File: src/rtl/scan_reg_file_mp_if.sv
// Functional read/write and scan-port signals of the scan register file.
// The master drives the i_* signals; the register file (slave) drives the o_* signals.
interface scan_reg_file_mp_if #(
    parameter int unsigned WIDTH    = 32,
    parameter int unsigned SIZE     = 8,
    parameter int unsigned RD_PORTS = 2
);
    localparam int unsigned AW = $clog2(SIZE);

    logic                         i_write;
    logic [AW-1:0]                i_wr_addr;
    logic [WIDTH-1:0]             i_wr_data;
    logic [RD_PORTS*AW-1:0]       i_rd_addr;
    logic [RD_PORTS*WIDTH-1:0]    o_rd_data;
    logic                         i_scan_start;
    logic                         i_scan_mode;
    logic                         i_scan_abort;
    logic                         i_scan_in;
    logic                         o_scan_out;
    logic                         o_scan_busy;
    logic                         o_scan_done;
    logic                         o_wr_ignored;

    modport master (
        output i_write, i_wr_addr, i_wr_data, i_rd_addr,
        output i_scan_start, i_scan_mode, i_scan_abort, i_scan_in,
        input  o_rd_data, o_scan_out, o_scan_busy, o_scan_done, o_wr_ignored
    );

    modport slave (
        input  i_write, i_wr_addr, i_wr_data, i_rd_addr,
        input  i_scan_start, i_scan_mode, i_scan_abort, i_scan_in,
        output o_rd_data, o_scan_out, o_scan_busy, o_scan_done, o_wr_ignored
    );
endinterface

File: src/rtl/scan_reg_file_mp.sv
// Multi-read, single-write register file with a bit-serial scan port that dumps or loads the
// whole array, register 0 first and MSB first within each register. Requires WIDTH >= 2.
module scan_reg_file_mp #(
    parameter int unsigned WIDTH    = 32,
    parameter int unsigned SIZE     = 8,
    parameter int unsigned RD_PORTS = 2,
    parameter int unsigned ZERO_REG = 1,
    parameter int unsigned BYPASS   = 1
) (
    input  logic                clk,
    input  logic                rst_n,
    scan_reg_file_mp_if.slave   bus
);
    localparam int unsigned AW = $clog2(SIZE);
    localparam int unsigned BW = (WIDTH > 1) ? $clog2(WIDTH) : 1;

    typedef enum logic [1:0] {
        StIdle,
        StShift,
        StDone
    } state_e;

    state_e           r_state;
    logic             r_mode;
    logic             r_busy;
    logic             r_done;
    logic             r_wr_ignored;
    logic [BW-1:0]    r_bit_cnt;
    logic [AW-1:0]    r_reg_cnt;
    logic [0:WIDTH-1] r_shadow;
    logic [0:WIDTH-1] r_regs [SIZE];

    logic             w_wr_en;
    logic             w_wr_drop;
    logic             w_wr_zero;
    logic             w_word_end;
    logic             w_last_reg;
    logic             w_scan_zero;
    logic [0:WIDTH-1] w_shift_word;
    logic [RD_PORTS*WIDTH-1:0] w_rd_data;

    // A write in the cycle a scan is accepted is dropped along with writes during the scan.
    assign w_wr_en      = bus.i_write && (r_state == StIdle) && !bus.i_scan_start;
    assign w_wr_drop    = bus.i_write && !w_wr_en;
    assign w_wr_zero    = (ZERO_REG != 0) && (bus.i_wr_addr == '0);
    assign w_word_end   = (r_bit_cnt == BW'(WIDTH - 1));
    assign w_last_reg   = (r_reg_cnt == AW'(SIZE - 1));
    assign w_scan_zero  = (ZERO_REG != 0) && (r_reg_cnt == '0);
    assign w_shift_word = {r_shadow[1:WIDTH-1], bus.i_scan_in};

    always_comb begin : read_ports
        logic [AW-1:0]    addr;
        logic [WIDTH-1:0] word;
        w_rd_data = '0;
        addr      = '0;
        word      = '0;
        for (int p = 0; p < int'(RD_PORTS); p++) begin
            addr = bus.i_rd_addr[p*AW +: AW];
            word = r_regs[addr];
            if ((BYPASS != 0) && bus.i_write && !r_busy && (bus.i_wr_addr == addr)) begin
                word = bus.i_wr_data;
            end
            if ((ZERO_REG != 0) && (addr == '0)) begin
                word = '0;
            end
            w_rd_data[p*WIDTH +: WIDTH] = word;
        end
    end

    always_ff @(posedge clk or negedge rst_n) begin
        if (!rst_n) begin
            r_state      <= StIdle;
            r_mode       <= 1'b0;
            r_busy       <= 1'b0;
            r_done       <= 1'b0;
            r_wr_ignored <= 1'b0;
            r_bit_cnt    <= '0;
            r_reg_cnt    <= '0;
            r_shadow     <= '0;
            for (int unsigned i = 0; i < SIZE; i++) begin
                r_regs[i] <= '0;
            end
        end else begin
            r_wr_ignored <= w_wr_drop;
            r_done       <= 1'b0;
            if (w_wr_en && !w_wr_zero) begin
                r_regs[bus.i_wr_addr] <= bus.i_wr_data;
            end
            unique case (r_state)
                StIdle: begin
                    if (bus.i_scan_start) begin
                        r_state   <= StShift;
                        r_busy    <= 1'b1;
                        r_mode    <= bus.i_scan_mode;
                        r_bit_cnt <= '0;
                        r_reg_cnt <= '0;
                        r_shadow  <= r_regs[0];
                    end
                end
                StShift: begin
                    if (bus.i_scan_abort) begin
                        r_state <= StIdle;
                        r_busy  <= 1'b0;
                    end else begin
                        r_bit_cnt <= w_word_end ? '0 : r_bit_cnt + BW'(1);
                        if (r_mode) begin
                            r_shadow <= w_shift_word;
                            if (w_word_end && !w_scan_zero) begin
                                r_regs[r_reg_cnt] <= w_shift_word;
                            end
                        end else if (w_word_end) begin
                            r_shadow <= r_regs[r_reg_cnt + AW'(1)];
                        end else begin
                            r_shadow <= {r_shadow[1:WIDTH-1], 1'b0};
                        end
                        if (w_word_end) begin
                            r_reg_cnt <= r_reg_cnt + AW'(1);
                            if (w_last_reg) begin
                                r_state <= StDone;
                                r_busy  <= 1'b0;
                                r_done  <= 1'b1;
                            end
                        end
                    end
                end
                StDone: begin
                    r_state <= StIdle;
                end
                default: begin
                    r_state <= StIdle;
                    r_busy  <= 1'b0;
                end
            endcase
        end
    end

    assign bus.o_rd_data    = w_rd_data;
    assign bus.o_scan_out   = r_busy && !r_mode && r_shadow[0];
    assign bus.o_scan_busy  = r_busy;
    assign bus.o_scan_done  = r_done;
    assign bus.o_wr_ignored = r_wr_ignored;

endmodule

File: src/flat_wrapper.sv
// flat-port wrapper written by rule: the top's interface ports become plain ports
module scan_reg_file_mp_flat 
#(
    parameter int unsigned WIDTH    = 32,
    parameter int unsigned SIZE     = 8,
    parameter int unsigned RD_PORTS = 2,
    parameter int unsigned ZERO_REG = 1,
    parameter int unsigned BYPASS   = 1
)
  (clk, rst_n, bus_i_write, bus_i_wr_addr, bus_i_wr_data, bus_i_rd_addr, bus_i_scan_start, bus_i_scan_mode, bus_i_scan_abort, bus_i_scan_in, bus_o_rd_data, bus_o_scan_out, bus_o_scan_busy, bus_o_scan_done, bus_o_wr_ignored);
  scan_reg_file_mp_if #(.WIDTH(WIDTH), .SIZE(SIZE), .RD_PORTS(RD_PORTS)) bus_i ();
  input  logic clk;
  input  logic rst_n;
  input wire logic [$bits(bus_i.i_write)-1:0] bus_i_write;
  input wire logic [$bits(bus_i.i_wr_addr)-1:0] bus_i_wr_addr;
  input wire logic [$bits(bus_i.i_wr_data)-1:0] bus_i_wr_data;
  input wire logic [$bits(bus_i.i_rd_addr)-1:0] bus_i_rd_addr;
  input wire logic [$bits(bus_i.i_scan_start)-1:0] bus_i_scan_start;
  input wire logic [$bits(bus_i.i_scan_mode)-1:0] bus_i_scan_mode;
  input wire logic [$bits(bus_i.i_scan_abort)-1:0] bus_i_scan_abort;
  input wire logic [$bits(bus_i.i_scan_in)-1:0] bus_i_scan_in;
  output wire logic [$bits(bus_i.o_rd_data)-1:0] bus_o_rd_data;
  output wire logic [$bits(bus_i.o_scan_out)-1:0] bus_o_scan_out;
  output wire logic [$bits(bus_i.o_scan_busy)-1:0] bus_o_scan_busy;
  output wire logic [$bits(bus_i.o_scan_done)-1:0] bus_o_scan_done;
  output wire logic [$bits(bus_i.o_wr_ignored)-1:0] bus_o_wr_ignored;
  assign bus_i.i_write = bus_i_write;
  assign bus_i.i_wr_addr = bus_i_wr_addr;
  assign bus_i.i_wr_data = bus_i_wr_data;
  assign bus_i.i_rd_addr = bus_i_rd_addr;
  assign bus_i.i_scan_start = bus_i_scan_start;
  assign bus_i.i_scan_mode = bus_i_scan_mode;
  assign bus_i.i_scan_abort = bus_i_scan_abort;
  assign bus_i.i_scan_in = bus_i_scan_in;
  assign bus_o_rd_data = bus_i.o_rd_data;
  assign bus_o_scan_out = bus_i.o_scan_out;
  assign bus_o_scan_busy = bus_i.o_scan_busy;
  assign bus_o_scan_done = bus_i.o_scan_done;
  assign bus_o_wr_ignored = bus_i.o_wr_ignored;
  scan_reg_file_mp #(.WIDTH(WIDTH), .SIZE(SIZE), .RD_PORTS(RD_PORTS), .ZERO_REG(ZERO_REG), .BYPASS(BYPASS)) u_core (.clk(clk), .rst_n(rst_n), .bus(bus_i));
endmodule
File: config.mk
export PLATFORM = sky130hd
export DESIGN_NAME = scan_reg_file_mp_flat
export DESIGN_NICKNAME = d
export VERILOG_FILES = /design/src/rtl/scan_reg_file_mp_if.sv /design/src/rtl/scan_reg_file_mp.sv /design/src/flat_wrapper.sv
export SDC_FILE = /design/constraint.sdc
export NUM_CORES = 1
export LEC_CHECK = 0
export CORE_ASPECT_RATIO = 0.7
export CORE_MARGIN = 3
export CORE_UTILIZATION = 31
export DETAILED_ROUTE_END_ITERATION = 10
export HOLD_SLACK_MARGIN = 0.12
export RECOVER_POWER = 100
export SETUP_SLACK_MARGIN = 0.5
export SLEW_MARGIN = 10
export SYNTH_ARGS = -nofsm -noshare
export SYNTH_HDL_FRONTEND = slang
export SYNTH_SLANG_ARGS = --single-unit
File: constraint.sdc
create_clock -name clk -period 3 [get_ports clk]
set_input_delay 0.6 -clock clk [delete_from_list [all_inputs] [get_ports clk]]
set_output_delay 0.6 -clock clk [all_outputs]
set_load 0.02 [all_outputs]
==> metrics.txt <==
layout overhead on the synthesized area=25.2%; root buf cell=clkbuf_16; CP most frequent cell=buf_6; WL per Instance=28.3 um; worst hold path depth=2; Yosys top cell area share=37.2%; kind of critical path=input pin to primary output; final hold vios=0; fin crit period=3.01 ns; Leak=0.0107 uW; vias in the first global route=19700; initial antenna violation count=2; #FFs+latches synth=302; mean post-synth cell area=9.44 sq um; Pre-Repair DR Iteration Count=6; final wirelength=90.4 mm; count of buffers from port buffering=115; fin crit share=100%; Synth Instances=2155; launch point of the worst reg-to-reg path=u_core.r_state[0]$_DFFE_PN0P_; Hold WS=0.485 ns; setup violators final=1; number of flops mapped to enable cells by yosys=0; FFs w/ async S/R, synth=100%; CTS tree=done; Initial Util=31.8%; Hold Startpoint=bus_i_write; remaining global-route overflow=0; Netlist cell types=60; critical path arrival=2.41 ns; total design power=17700 uW; # rows=77; Final Max Tran Viols=0; largest cells by area after synthesis=dfrtp_1 (37%), mux2i_1 (11%), mux2_2 (7.1%); DP Cell Count=3090; met2 GRT Util=37.1%; area of the multi-input gates=0.0120 sq mm; CP endpoint kind=primary output; failing checks=setup timing; most common cell after layout, fill and taps aside=dfrtp_1; TritonCTS buffer count=36; vias per cell=6.24; pwr dens=696 mW/mm^2; crit path cell chain=buf_12 -> or3b_4 -> a211o_1 -> a21oi_4 -> buf_6 -> buf_6 -> a32o_1 -> buf_6; met3 global-route usage=7.86%; CORE AREA=0.0640 sq mm; DRC Markers=0; CTS Buffer Depth=3; worst skew pair latency=0.55 ns; Max Cap Viol=0; GR peak layer=met2; Die Span Y=220 um; CP Launch Type=input pin; status=finished, violations left; crit path max fanout=6; Synth area leader=dfrtp_1; antenna viol nets, final=0; ANT cells=0; Post-Syn Nets=2208; critical path's largest stage delay=0.39 ns; share of layout cells above drive strength 1=26.1%; maximum VDD drop=0.579 mV; CP Data Required Time=2.40 ns; final std cells w/o fill=3199; GPL Wtd Cong=0.911; GRT Overall Usage=25.5%; Max Clk Rate=332 MHz; routed vias=20000; Reg2Reg Depth=5; Synth warnings=0; most frequent cells in the layout=dfrtp_1 (300), nand2_1 (231), mux2i_1 (230), o21ai_0 (227), buf_4 (142); H-Tree Depth=2; clk slew on worst S/H paths=0.06 ns; Initial DRC Count=2464; Slew headroom=2.34%; ys flop type=dfrtp_1; Worst path slowest cell=or3b_4; DIE AREA=0.0688 sq mm; Final HPWL DP=54.1 mm; RSZ-0062 raised after global routing=true; I/O pin count=116; FF/Latch Area=0.00756 sq mm; # fillers=6234; Worst Tran Pin Value=1.46 ns; CP startpoint=bus_i_rd_addr[2]; met1 Usage GRT=34.9%; CTS sink count=302; Clock Skew=0.0173 ns; setup ws final=-0.00772 ns; largest net degree at the start of global routing=101; Hold Crit Class=input pin to register; Die W=312 um; sequential fraction of the synthesis area=37.2%; Post-Syn Area=0.0203 sq mm; first-pass GRT wire length=133 mm; Final #Nets=2356
[cell usage after synthesis, types with 7 or more instances]
library cell / instances
o22a_1: 62
o221ai_1: 51
dfrtp_1: 302
or4_1: 17
buf_2: 17
a211oi_1: 27
o21ai_1: 59
mux2_2: 128
mux2i_1: 231
nand3_1: 7
nand2_1: 232
nor2_1: 120
buf_6: 7
o31ai_1: 22
a21oi_1: 47
clkbuf_1: 191
o21ai_2: 10
mux4_2: 34
and2_1: 26
a32o_1: 63
or3_1: 21
a221oi_1: 31
nand2b_1: 23
or2_2: 33
o21ai_0: 178
buf_1: 22
o22ai_1: 117
inv_1: 9
[through the flow]
step | area (sq um) | util, % | TNS, ns | setup slack, ns
CTS | 25600 | 40.1 | 0 | 0.111
global route | 25500 | 39.8 | 0 | 0.0294
finish | 25500 | 39.8 | -0.00772 | -0.00772
detailed placement | 23800 | 37.1 | -40.91 | -0.828
floorplan | 20400 | - | 0 | 0.435
global placement | 23800 | 37.1 | -38.37 | -0.805
[where the power goes]
part	switching [uW]	internal (uW)	total, uW	leakage [uW]
Clock	1880	2620	4510	0.000590
Sequential	1510	5040	6550	0.00383
Combinational	3420	3240	6660	0.00630
[registers in the layout, indices dropped and copies added, names as in the netlist]
register	flops
u_core.bus.o_scan_busy	1
u_core.r_state	2
u_core.bus.o_scan_done	1
u_core.bus.o_wr_ignored	1
u_core.r_mode	1
u_core.r_bit_cnt	5
u_core.r_regs	256
u_core.r_reg_cnt	3
u_core.r_shadow	32
[cell type report]
class / instances / area share [%]
multi-input combinational: 1602 / 47.0
tap: 869 / 4.27
clock buffer: 52 / 4.13
sequential: 302 / 29.7
inverter: 10 / 0.162
clock inverter: 13 / 0.506
timing repair buffer: 351 / 14.2
[logic make-up after synthesis]
kind of cell    after synthesis  share of synthesized area (%)
flops                       302                           37.2
mux                         393                           22.2
buf+inv                     251                           5.07
simple gates                513                           12.1
xor+xnor                      5                          0.215
compound gates              686                           23.0
fa+ha+maj                     5                          0.308
[repair_timing]
action,CTS,global route
gates cloned,8,1
endpoints found under the hold margin,60,0
buffers inserted,25,9
endpoints found under the setup margin,64,105
resized for setup,332,41
hold buffers,1,0
pin swaps,16,13
[final timing paths]
path | slack [ns] | end
max in group asynchronous | 0.43 | u_core.r_regs[160]$_DFF_PN0_
worst min register to register | 0.49 | u_core.r_bit_cnt[4]$_DFFE_PN0P_
worst max-delay path | -0.008 | bus_o_rd_data[0]
min in group asynchronous | 0.64 | u_core.bus.o_wr_ignored$_DFF_PN0_
worst max register to register | 0.19 | u_core.r_regs[127]$_DFF_PN0_
worst min-delay path | 0.48 | u_core.bus.o_wr_ignored$_DFF_PN0_
[routing by layer]
layer  part of all wire [%]  routed length [um]
met1                     42               37700
met2                     41               37000
met4                    4.6                4190
met5                  0.023                  21
met3                     13               11400
[worst max-delay path: cells and delay by family]
family,cells,cell delay (ns)
simple gates,1,0.39
compound gates,3,0.75
buf+inv,4,0.66
Power figures use the tool's default switching activity.
